[src/rtl/divider_config_controller.sv]
// -----------------------------------------------------------------------------
// divider_config_controller
//
// Purpose:
//   Arbitrates between two requesters (A, B) that want a new divide ratio
//   loaded into the programmable clock divider. It then drives the divider's
//   configuration interface through the safe sequence:
//     disable -> settle -> load -> acknowledge -> re-enable.
//   The divider is never reprogrammed while it is running. Every output is
//   a register, so there is no combinational path from any input to any
//   output.
//
// Ports:
//   Clk         in   system clock; all logic runs on the rising edge
//   Reset       in   synchronous, active-high; abandons any sequence in flight
//   RunEn       in   level; top-level request for the divider to run
//   ReqA/ReqB   in   request to load DivA/DivB; held until the Ack/Err pulse
//   DivA/DivB   in   requested divisor; sampled once, at grant
//   DinOut      out  divisor presented to the divider Din
//   ConfigDiv   out  one-cycle load strobe to the divider
//   DivEnable   out  divider Enable
//   AckA/AckB   out  one-cycle pulse: divisor loaded
//   ErrA/ErrB   out  one-cycle pulse: request rejected (divisor of zero)
//   Busy        out  high whenever the controller is not idle
//   Configured  out  a valid divisor has been loaded since reset
//   CurDiv      out  last divisor successfully loaded
// -----------------------------------------------------------------------------
module divider_config_controller #(
    parameter int WIDTH         = 32,
    parameter int SETTLE_CYCLES = 2
) (
    input  logic             Clk,
    input  logic             Reset,
    input  logic             RunEn,
    input  logic             ReqA,
    input  logic [WIDTH-1:0] DivA,
    input  logic             ReqB,
    input  logic [WIDTH-1:0] DivB,
    output logic [WIDTH-1:0] DinOut,
    output logic             ConfigDiv,
    output logic             DivEnable,
    output logic             AckA,
    output logic             AckB,
    output logic             ErrA,
    output logic             ErrB,
    output logic             Busy,
    output logic             Configured,
    output logic [WIDTH-1:0] CurDiv
);

    // The settle counter is 4 bits wide, which covers the legal range 1..15.
    localparam logic [3:0] SETTLE_INIT = 4'(SETTLE_CYCLES);

    typedef enum logic [2:0] {
        S_IDLE,
        S_REJECT,
        S_QUIESCE,
        S_LOAD,
        S_DONE
    } state_t;

    state_t           r_state;
    logic             r_last_b;   // 1: the most recent grant went to B
    logic             r_win_b;    // 1: B owns the sequence in flight
    logic [WIDTH-1:0] r_div;      // divisor latched at grant
    logic [3:0]       r_cnt;      // settle cycles remaining in QUIESCE

    logic             w_grant_b;
    logic [WIDTH-1:0] w_div_win;

    // Round-robin on ties: if both requesters ask at once, the one that did
    // not win last time gets the grant. Otherwise the sole requester wins.
    assign w_grant_b = ReqB & (~ReqA | ~r_last_b);
    assign w_div_win = w_grant_b ? DivB : DivA;

    always_ff @(posedge Clk) begin
        if (Reset) begin
            r_state    <= S_IDLE;
            r_last_b   <= 1'b1;       // A wins the first tie after reset
            r_win_b    <= 1'b0;
            r_div      <= '0;
            r_cnt      <= '0;
            DinOut     <= '0;
            ConfigDiv  <= 1'b0;
            DivEnable  <= 1'b0;
            AckA       <= 1'b0;
            AckB       <= 1'b0;
            ErrA       <= 1'b0;
            ErrB       <= 1'b0;
            Busy       <= 1'b0;
            Configured <= 1'b0;
            CurDiv     <= '0;
        end else begin
            // Ack/Err are single-cycle pulses; only the transition that
            // raises one of them overrides this default.
            AckA <= 1'b0;
            AckB <= 1'b0;
            ErrA <= 1'b0;
            ErrB <= 1'b0;

            case (r_state)
                S_IDLE: begin
                    if (ReqA | ReqB) begin
                        r_last_b <= w_grant_b;
                        r_win_b  <= w_grant_b;
                        r_div    <= w_div_win;
                        Busy     <= 1'b1;
                        if (w_div_win == '0) begin
                            // The divider is left untouched, so DivEnable
                            // keeps its current value through the rejection.
                            r_state <= S_REJECT;
                            ErrA    <= ~w_grant_b;
                            ErrB    <= w_grant_b;
                        end else begin
                            r_state   <= S_QUIESCE;
                            DivEnable <= 1'b0;
                            r_cnt     <= SETTLE_INIT;
                        end
                    end else begin
                        DivEnable <= RunEn & Configured;
                    end
                end

                S_REJECT: begin
                    r_state <= S_IDLE;
                    Busy    <= 1'b0;
                end

                S_QUIESCE: begin
                    // Entered with r_cnt = SETTLE_CYCLES, so the state lasts
                    // exactly SETTLE_CYCLES cycles before the load strobe.
                    r_cnt <= r_cnt - 4'd1;
                    if (r_cnt <= 4'd1) begin
                        r_state   <= S_LOAD;
                        ConfigDiv <= 1'b1;
                        DinOut    <= r_div;
                    end
                end

                S_LOAD: begin
                    // Configured and CurDiv become visible together with Ack.
                    r_state    <= S_DONE;
                    ConfigDiv  <= 1'b0;
                    AckA       <= ~r_win_b;
                    AckB       <= r_win_b;
                    Configured <= 1'b1;
                    CurDiv     <= r_div;
                end

                S_DONE: begin
                    // Re-enable is decided from RunEn sampled here, so the
                    // first IDLE cycle already reflects it. DinOut is left
                    // holding the loaded divisor.
                    r_state   <= S_IDLE;
                    Busy      <= 1'b0;
                    DivEnable <= RunEn & Configured;
                end

                default: begin
                    r_state <= S_IDLE;
                    Busy    <= 1'b0;
                end
            endcase
        end
    end

endmodule

[config.mk]
export PLATFORM = sky130hd
export DESIGN_NAME = divider_config_controller
export DESIGN_NICKNAME = d
export VERILOG_FILES = /design/src/rtl/divider_config_controller.sv
export SDC_FILE = /design/constraint.sdc
export NUM_CORES = 1
export LEC_CHECK = 0
export BUFFER_PORTS_ARGS = -buffer_cell sky130_fd_sc_hd__buf_2
export CAP_MARGIN = 10
export CORE_UTILIZATION = 51
export DETAILED_ROUTE_END_ITERATION = 10
export GPL_TIMING_DRIVEN = 0
export PLACE_DENSITY_LB_ADDON = 0.2
export SLEW_MARGIN = 20
export SYNTH_ARGS = -nofsm -noshare
export SYNTH_HDL_FRONTEND = slang
export SYNTH_SLANG_ARGS = --single-unit
[constraint.sdc]
create_clock -name Clk -period 1.9 [get_ports Clk]
set_input_delay 0.38 -clock Clk [delete_from_list [all_inputs] [get_ports Clk]]
set_output_delay 0.38 -clock Clk [all_outputs]
set_load 0.01 [all_outputs]
==> qor.yml <==
finish:
  nNetsFinal: 763
  area_growth_pct: 32.59
  multi_input_area_sq_mm: 0.002053
  final_cells: 813
  ff_latch_area_sq_mm: 0.002262
  drive_gt1_share_pct: 28.79
  final_cell_mix: "buf_2 (149), nand2_1 (136), dfxtp_1 (113)"
  final_common_cell: "buf_2"
  fillCellCount: 722
  fin_area_sq_mm: 0.006017
  diodes: 0
timing:
  finClkSkew_ps: 5.934
  hold_ws_ps: 220.9
  worst_slew_pin_slew_ps: 604.7
  fin_crit_sh_pct: 95.84
  grt_setup_unrepaired: "false"
  finalWorstSetupSlack_ps: 79.03
  min_period_ps: 1821
  final-setup-viol-count: 0
  finalHoldViolations: 0
  slew_headroom_pct: 59.32
  clock.fmax_mhz: 549.2
  slew_viol_final: 0
logic_synthesis:
  yosysUniqueCellTypes: 44
  synth_area_sq_mm: 0.004538
  syn-num-nets: 605
  synth_area_per_cell_sq_um: 8.498
  ys_top_cells_by_area: "dfxtp_1 (50%), nand2_1 (11%), a21oi_1 (7.4%)"
  synth_seq_cells: 113
  yosys_warnings: 0
  yosysSeqAreaShare_pct: 49.85
  yosysTopAreaCell: "dfxtp_1"
  synth_top_area_share_pct: 49.85
  synthCells: 534
placed_design:
  port_buffers: 139
  post-place-ws_ps: -274.5
  place_inst: 781
  hpwl_mm: 9.683
  dpl_cell_area_sq_mm: 0.005369
  gp_congestion: 0.9254
floorplanning:
  coreArea_sq_mm: 0.008678
  ios: 141
  rows: 34
  die-area_sq_mm: 0.009279
  fp.dieH_microns: 96.33
  die_w_microns: 96.33
  initial_core_util_pct: 52.29
global_route:
  overflow: 0
  grt_pass1_wl_mm: 21.16
  met1_usage_pct: 37.44
  grt_pass1_vias: 4222
  busiest_layer: "met2"
  antenna_found_initial: 0
  grtUsageTotal_pct: 31.09
  grt_start_max_net_pins: 17
  met3_usage_pct: 7.978
  grtUsageMet2_pct: 52.84
min_path:
  whs_path_depth: 3
  hold_class: "input pin to register"
  hp-start: "DivA[7]"
outcome:
  outcome: "complete, no violations"
critical_path:
  crit_path_start: "r_state[1]"
  endpoint_kind: "register"
  path_max_fanout: 10
  crit_type: "register to register"
  r2r_start: "r_state[1]"
  required_ps: 2280
  cp.arrival_ps: 2200
  startpoint_type: "register"
  worstRegToRegCells: 7
clock_tree:
  cts_root_buf: "clkbuf_8"
  clock_latency_ps: 530
  cts_tree: "built"
  path_clk_slew_ps: 60
  clockBufferDepth: 2
  cts_sinks: 113
  cts-buffers-inserted: 17
  htreeDepth: 4
  cts_setup_buffers: 0
route:
  dr_total_vias: 4571
  drt_wl_total_mm: 13.89
  wire_per_inst_microns: 17.08
  viasPerCell: 5.622
  drc_errors: 0
  antenna_left: 0
  drt_iter0_markers: 269
  dr.pass1.iters: 5
power_and_ir_drop:
  p_leak_nw: 2.556
  ir_drop_v: 0.0007443
  power_w: 0.007123
  powerDensity_mw_per_mm2: 1184
run:
  drv_cap: 0
-- report_power, final --
group          switching, W  leakage, nW  total (W)  internal [W]
logic              0.000636         1.33    0.00103      0.000397
registers          0.000144        0.922    0.00270       0.00256
clock network       0.00110        0.302    0.00339       0.00229
-- synth_stat cells (all sizes together) --
| master | instances |
|---|---|
| o41a | 1 |
| or2 | 3 |
| or4 | 2 |
| nand3 | 2 |
| nor3 | 10 |
| dfxtp | 113 |
| a2111oi | 1 |
| a22oi | 1 |
| nand3b | 1 |
| nand4 | 3 |
| nor4bb | 1 |
| o311a | 1 |
| a41o | 1 |
| o21ai | 1 |
| xnor2 | 1 |
| clkbuf | 20 |
| ha | 2 |
| o21bai | 1 |
| nand2 | 137 |
| a21boi | 1 |
| xor2 | 1 |
| nor2 | 48 |
| buf | 22 |
| a211oi | 35 |
| or3 | 1 |
| o32ai | 1 |
| inv | 3 |
| o22ai | 2 |
| nor4 | 15 |
| o21a | 1 |
| and2 | 2 |
| a21oi | 67 |
| mux2i | 32 |
| a31oi | 1 |
-- through the flow --
stage / utilization [%] / TNS [ps]
3_5_place_dp: 61.87 / -1418
3_3_place_gp: 61.87 / -1223
2_1_floorplan: - / 0
4_1_cts: 69.07 / 0
6_report: 69.33 / 0
5_1_grt: 69.33 / 0
-- per-layer routing --
metal / vias to the layer above / part of all wire [%]
met4: 0 / 2.6
met5: - / 0
met1: 2152 / 41
li1: 2160 / -
met3: 42 / 7.6
met2: 217 / 49
-- final timing paths --
kind	to	slack, ps
max	CurDiv[1]	80
min	r_div[7]	220
max reg2reg	CurDiv[1]	80
min reg2reg	DinOut[30]	450
-- cell type report --
class	instances	area share, %
well taps	108	2.246
inverters	3	0.1871
multi-input cells	376	34.12
clock buffers	21	7.299
plain buffers	42	3.909
flip-flops and latches	113	37.60
repair buffers	139	11.56
clock inverters	11	3.078
-- cell families after synthesis --
| group | synth area share [%] |
|---|---|
| AO/OA/AOI/OAI | 15.66 |
| buffers and inverters | 5.100 |
| XOR/XNOR | 0.3861 |
| AND/OR/NAND/NOR | 21.40 |
| multiplexers | 7.058 |
| flip-flops | 49.85 |
| adder cells (fa/ha/maj) | 0.5513 |
-- sequential cells by signal (all words and copies together) (netlist names) --
register	cells
CurDiv	32
DinOut	32
r_div	32
r_cnt	4
r_state	3
AckA	1
AckB	1
Busy	1
ConfigDiv	1
Configured	1
DivEnable	1
ErrA	1
ErrB	1
r_last_b	1
r_win_b	1
-- worst max-delay path, cell delays in order, from the launching register on --
cell	delay (ps)
dfxtp_1	300
buf_2	210
nand2_1	120
or2_2	290
clkbuf_1	270
clkbuf_2	310
nand2_1	110
a21oi_1	70
-- timing repair --
item,4_1_cts,5_1_grt
hold buffers,0,0
gates cloned,0,0
gates resized for setup,1,12
endpoints found under the setup margin,2,59
Note: power is estimated with default switching activity, not from simulation.
